### src/rtl/pipelined_addsub.sv
// Pipelined N-bit add/subtract unit with valid pipeline and output stall.
// Ports: clk, rst, in_valid/in_ready, A, B, Cin, Sub,
//        out_valid/out_ready, Sum, Cout, Ovf.
module pipelined_addsub #(
  parameter int N      = 8,
  parameter int STAGES = 2
) (
  input  logic         clk,
  input  logic         rst,
  input  logic         in_valid,
  output logic         in_ready,
  input  logic [N-1:0] A,
  input  logic [N-1:0] B,
  input  logic         Cin,
  input  logic         Sub,
  output logic         out_valid,
  input  logic         out_ready,
  output logic [N-1:0] Sum,
  output logic         Cout,
  output logic         Ovf
);

  localparam int W = N / STAGES;

  if (STAGES < 1 || STAGES > N || (N % STAGES) != 0) begin : g_bad
    $error("pipelined_addsub: N must be divisible by STAGES");
  end

  logic         adv;
  logic [N-1:0] beff;
  logic         c0;
  logic         ovf_q;

  assign beff = Sub ? ~B : B;
  assign c0   = Sub ? ~Cin : Cin;

  // One chunk of the carry chain per stage. Operand bits not yet
  // consumed ride along LSB-aligned in g_sk; finished sum chunks
  // accumulate in s_q, growing by W bits per stage.
  for (genvar k = 0; k < STAGES; k++) begin : g_st
    localparam bit LAST = (k == STAGES - 1);

    logic [W-1:0]       a_ch;
    logic [W-1:0]       b_ch;
    logic               c_in;
    logic               v_in;
    logic [W:0]         r;
    logic [(k+1)*W-1:0] s_d;
    logic [(k+1)*W-1:0] s_q;
    logic               c_q;
    logic               v_q;

    if (k == 0) begin : g_first
      assign a_ch = A[W-1:0];
      assign b_ch = beff[W-1:0];
      assign c_in = c0;
      assign v_in = in_valid;
      assign s_d  = r[W-1:0];
    end else begin : g_next
      assign a_ch = g_st[k-1].g_sk.a_q[W-1:0];
      assign b_ch = g_st[k-1].g_sk.b_q[W-1:0];
      assign c_in = g_st[k-1].c_q;
      assign v_in = g_st[k-1].v_q;
      assign s_d  = {r[W-1:0], g_st[k-1].s_q};
    end

    assign r = {1'b0, a_ch} + {1'b0, b_ch}
             + {{W{1'b0}}, c_in};

    // The last stage only loads real results, so the
    // outputs hold their previous value across bubbles.
    always_ff @(posedge clk) begin
      if (rst) begin
        v_q <= 1'b0;
        c_q <= 1'b0;
        s_q <= '0;
      end else if (adv) begin
        v_q <= v_in;
        if (!LAST || v_in) begin
          c_q <= r[W];
          s_q <= s_d;
        end
      end
    end

    if (!LAST) begin : g_sk
      localparam int SW = N - (k + 1) * W;
      logic [SW-1:0] a_q;
      logic [SW-1:0] b_q;
      logic [SW-1:0] a_d;
      logic [SW-1:0] b_d;

      if (k == 0) begin : g_src
        assign a_d = A[N-1:W];
        assign b_d = beff[N-1:W];
      end else begin : g_src
        assign a_d = g_st[k-1].g_sk.a_q[N-k*W-1:W];
        assign b_d = g_st[k-1].g_sk.b_q[N-k*W-1:W];
      end

      always_ff @(posedge clk) begin
        if (rst) begin
          a_q <= '0;
          b_q <= '0;
        end else if (adv) begin
          a_q <= a_d;
          b_q <= b_d;
        end
      end
    end else begin : g_ovf
      // Top chunk carries both sign bits and the result sign.
      always_ff @(posedge clk) begin
        if (rst) begin
          ovf_q <= 1'b0;
        end else if (adv && v_in) begin
          ovf_q <= (a_ch[W-1] == b_ch[W-1])
                && (r[W-1] != a_ch[W-1]);
        end
      end
    end
  end

  assign out_valid = g_st[STAGES-1].v_q;
  assign Sum       = g_st[STAGES-1].s_q;
  assign Cout      = g_st[STAGES-1].c_q;
  assign Ovf       = ovf_q;
  assign adv       = !out_valid || out_ready;
  assign in_ready  = adv;

endmodule
### config.mk
export PLATFORM = sky130hd
export DESIGN_NAME = pipelined_addsub
export DESIGN_NICKNAME = d
export VERILOG_FILES = /design/src/rtl/pipelined_addsub.sv
export SDC_FILE = /design/constraint.sdc
export NUM_CORES = 1
export LEC_CHECK = 0
export ABC_AREA = 1
export ABC_CLOCK_PERIOD_IN_PS = 1900
export CORE_MARGIN = 2
export CORE_UTILIZATION = 42
export DETAILED_ROUTE_END_ITERATION = 7
export HOLD_SLACK_MARGIN = 0.08
export PLACE_DENSITY = 0.74
export SLEW_MARGIN = 15
export SYNTH_ARGS = -nofsm -noshare
export SYNTH_HDL_FRONTEND = slang
export SYNTH_SLANG_ARGS = --single-unit
export TNS_END_PERCENT = 50
### constraint.sdc
create_clock -name clk -period 1.9 [get_ports clk]
set_input_delay 0.19 -clock clk [delete_from_list [all_inputs] [get_ports clk]]
set_output_delay 0.19 -clock clk [all_outputs]
set_load 0.05 [all_outputs]
==> impl_metrics.tcl <==
set metrics [dict create \
    path_buf_inv 1 \
    synth_xor_area_share_pct 7.68 \
    worst_path_most_repeated_cell "nor2_1" \
    synth_fp_nets 180 \
    finalHoldViolCount 0 \
    yosysSeqAreaShare_pct 39.9 \
    maxCapViolations 0 \
    final_area_um2 1650 \
    wl_per_cell_um 11.2 \
    drive_gt1_share_pct 9.29 \
    cts_root_buf "clkbuf_4" \
    fin_util_pct 58.8 \
    fmax_ghz 0.569 \
    ys_warn_count 0 \
    synth.distinct_cells 24 \
    cts_buffer_depth 2 \
    setup_viol 0 \
    status "finished, violations left" \
    violations "DRC" \
    antenna_found_initial 0 \
    grt_overflow_total 0 \
    drt_iter0_markers 24 \
    viasPerCell 4.99 \
    synth_top_family_by_area "compound AO/OA/AOI/OAI gates" \
    fillers 276 \
    fin_worst_skew_ps 2.13 \
    grt_pass1_wl_mm 4.08 \
    fin_cells 214 \
    synth_mux_area_share_pct 0 \
    cpLargestDelayFamily "adder cells" \
    grt_max_degree 20 \
    tightest_slew_ps 501 \
    dp_slack_ps -354 \
    timing.reg2reg.setup_slack_ps 240 \
    placed_cell_area_um2 1620 \
    htree_levels 1 \
    end_kind "register" \
    die_height_um 58.6 \
    place_inst 210 \
    arrival_ps 1960 \
    hold_class "in2reg" \
    ios 34 \
    io_buffers 33 \
    power_density_nw_per_um2 730 \
    start_util_pct 44.7 \
    place_congestion 0.699 \
    rsz0062_at_grt "no" \
    core_area_um2 2810 \
    syn_area_um2 1250 \
    drc_errors 2 \
    power.total_mw 1.20 \
    peakVddDrop_v 0.000325 \
    ys_ff_latch 25 \
    area_growth_pct 31.6 \
    cp_slowest_cell "fa_1" \
    worstPathRequired_ps 2100 \
    synth_fa_ha_area_share_pct 12.4 \
    clkSinkCount 25 \
    cts_tree "built" \
    start_kind "input pin" \
    antenna_left 0 \
    antenna_cells 0 \
    cpPeakStageDelay_ps 450 \
    die_width_um 58.6 \
    nets 216 \
    crit_fanout 2 \
    synth-compound-area-share_pct 18.4 \
    clkTransAtPathRegs_ps 120 \
    fin_crit_ps 1760 \
    drv_slew 0 \
    dieArea_um2 3440 \
    setup_slack_ps 143 \
    synth_area_per_cell_um2 8.47 \
    critical_path_class "in2reg" \
    routed_wl_mm 2.39 \
    clock_latency_ps 300 \
    grt_usage_pct 14.9 \
    dpl.hpwl_mm 1.95 \
    synthCells 148 \
    first_pass_iters 8 \
    cts_hold_buffers 0 \
    min_period_over_period_pct 92.5 \
    row_count 19 \
    grt_pass1_vias 973 \
    p_leak_nw 0.710 \
    relSlewSlack_pct 66.5 \
    worstPathCellList "clkdlybuf4s50_1 > xor2_1 > fa_1 > fa_2 > a21oi_1 > nor2_1 > nor3_1 > nor2_1" \
    yosys.area_share.simple_pct 13.2 \
    cts_buffers 3 \
    vias 1067 \
]
cells in the mapped netlist:
| cell | instances | area (um2) |
|---|---|---|
| nor2_1 | 20 | 75.1 |
| o21ai_2 | 2 | 17.5 |
| inv_2 | 1 | 3.75 |
| nor2_2 | 1 | 6.26 |
| buf_8 | 1 | 15.0 |
| xor2_1 | 6 | 52.6 |
| inv_1 | 14 | 52.6 |
| nor3_1 | 2 | 10.0 |
| o21bai_1 | 1 | 7.51 |
| clkbuf_1 | 1 | 3.75 |
| a31oi_1 | 1 | 6.26 |
| nand3_1 | 5 | 25.0 |
| buf_2 | 2 | 10.0 |
| dfxtp_1 | 25 | 500 |
| o21ai_0 | 21 | 105 |
| buf_4 | 2 | 15.0 |
| xnor2_1 | 5 | 43.8 |
| fa_1 | 4 | 80.1 |
| ha_1 | 6 | 75.1 |
| nand2_1 | 7 | 26.3 |
| a21oi_2 | 1 | 8.76 |
| a21oi_1 | 17 | 85.1 |
| nand2_4 | 2 | 22.5 |
| inv_4 | 1 | 6.26 |
tightest hold or removal path: stages:
cell and delay, ps:
clkdlybuf4s50_1 400, nor2_1 110, nor2_1 50
flip-flops by register name, summed over array words and instances (netlist names):
signal and flops:
Cout 1, Ovf 1, Sum 8, g_st.c_q 1, g_st.g_sk.a_q 4, g_st.g_sk.b_q 4
g_st.s_q 4, g_st.v_q 1, out_valid 1
metrics by stage:
stage	hold WS [ps]	setup TNS, ps
2_1_floorplan	259	0
3_3_place_gp	455	-713
3_5_place_dp	466	-883
4_1_cts	469	0
5_1_grt	492	0
6_report	477	0
timing repair:
action / 4_1_cts / 5_1_grt
resized for setup: 1 / 1
setup endpoints to repair: 1 / 1
buffers inserted: 0 / 0
worst paths after layout:
check | startpoint | to | depth (start not counted)
setup / recovery | B[0] | g_st[0].c_q | 8
hold / removal | A[6] | g_st[0].g_sk.a_q[2] | 3
setup reg to reg | g_st[0].c_q | Cout | 8
hold reg to reg | Ovf | Ovf | 2
where the power goes:
group	total [mW]	switching [mW]	internal, mW
combinational	0.379	0.212	0.167
clock	0.222	0.140	0.0817
sequential	0.604	0.0282	0.576
cell usage in the layout, fill, tap and decap left out, types with 2 or more instances in the layout:
cell / n
xnor2_1: 5
nand2_1: 7
clkdlybuf4s50_1: 31
a21oi_1: 17
dfxtp_1: 25
nand3_1: 5
inv_1: 14
nor3_1: 2
o21ai_0: 21
xor2_1: 6
buf_4: 4
o21ai_2: 2
ha_1: 6
clkbuf_4: 3
nor2_1: 20
nand2_4: 2
fa_1: 3
metal layers:
| metal | up-vias | global-route usage, % | wire length, um |
|---|---|---|---|
| met5 | - | 0 | 0 |
| met4 | 0 | 3.90 | 27 |
| met3 | 2 | 1.32 | 101 |
| met2 | 27 | 26.6 | 1200 |
| met1 | 482 | 19.3 | 1060 |
| li1 | 556 | - | - |
cells by family after synthesis:
group                      after synthesis
and+or+nand+nor                         37
DFF                                     25
xor gates and xnor gates                11
buffers and inverters                   22
AOI/OAI and AO/OA                       43
adders and majority gates               10
area by class of cell:
class	instances	area, um2	area share (%)
clock buffer	4	26.3	1.59
inverter	16	62.6	3.79
multi-input combinational	101	649	39.3
sequential	25	500	30.3
tap	31	38.8	2.35
timing repair buffer	37	373	22.6
No activity file was read; power rests on OpenSTA's default activity.
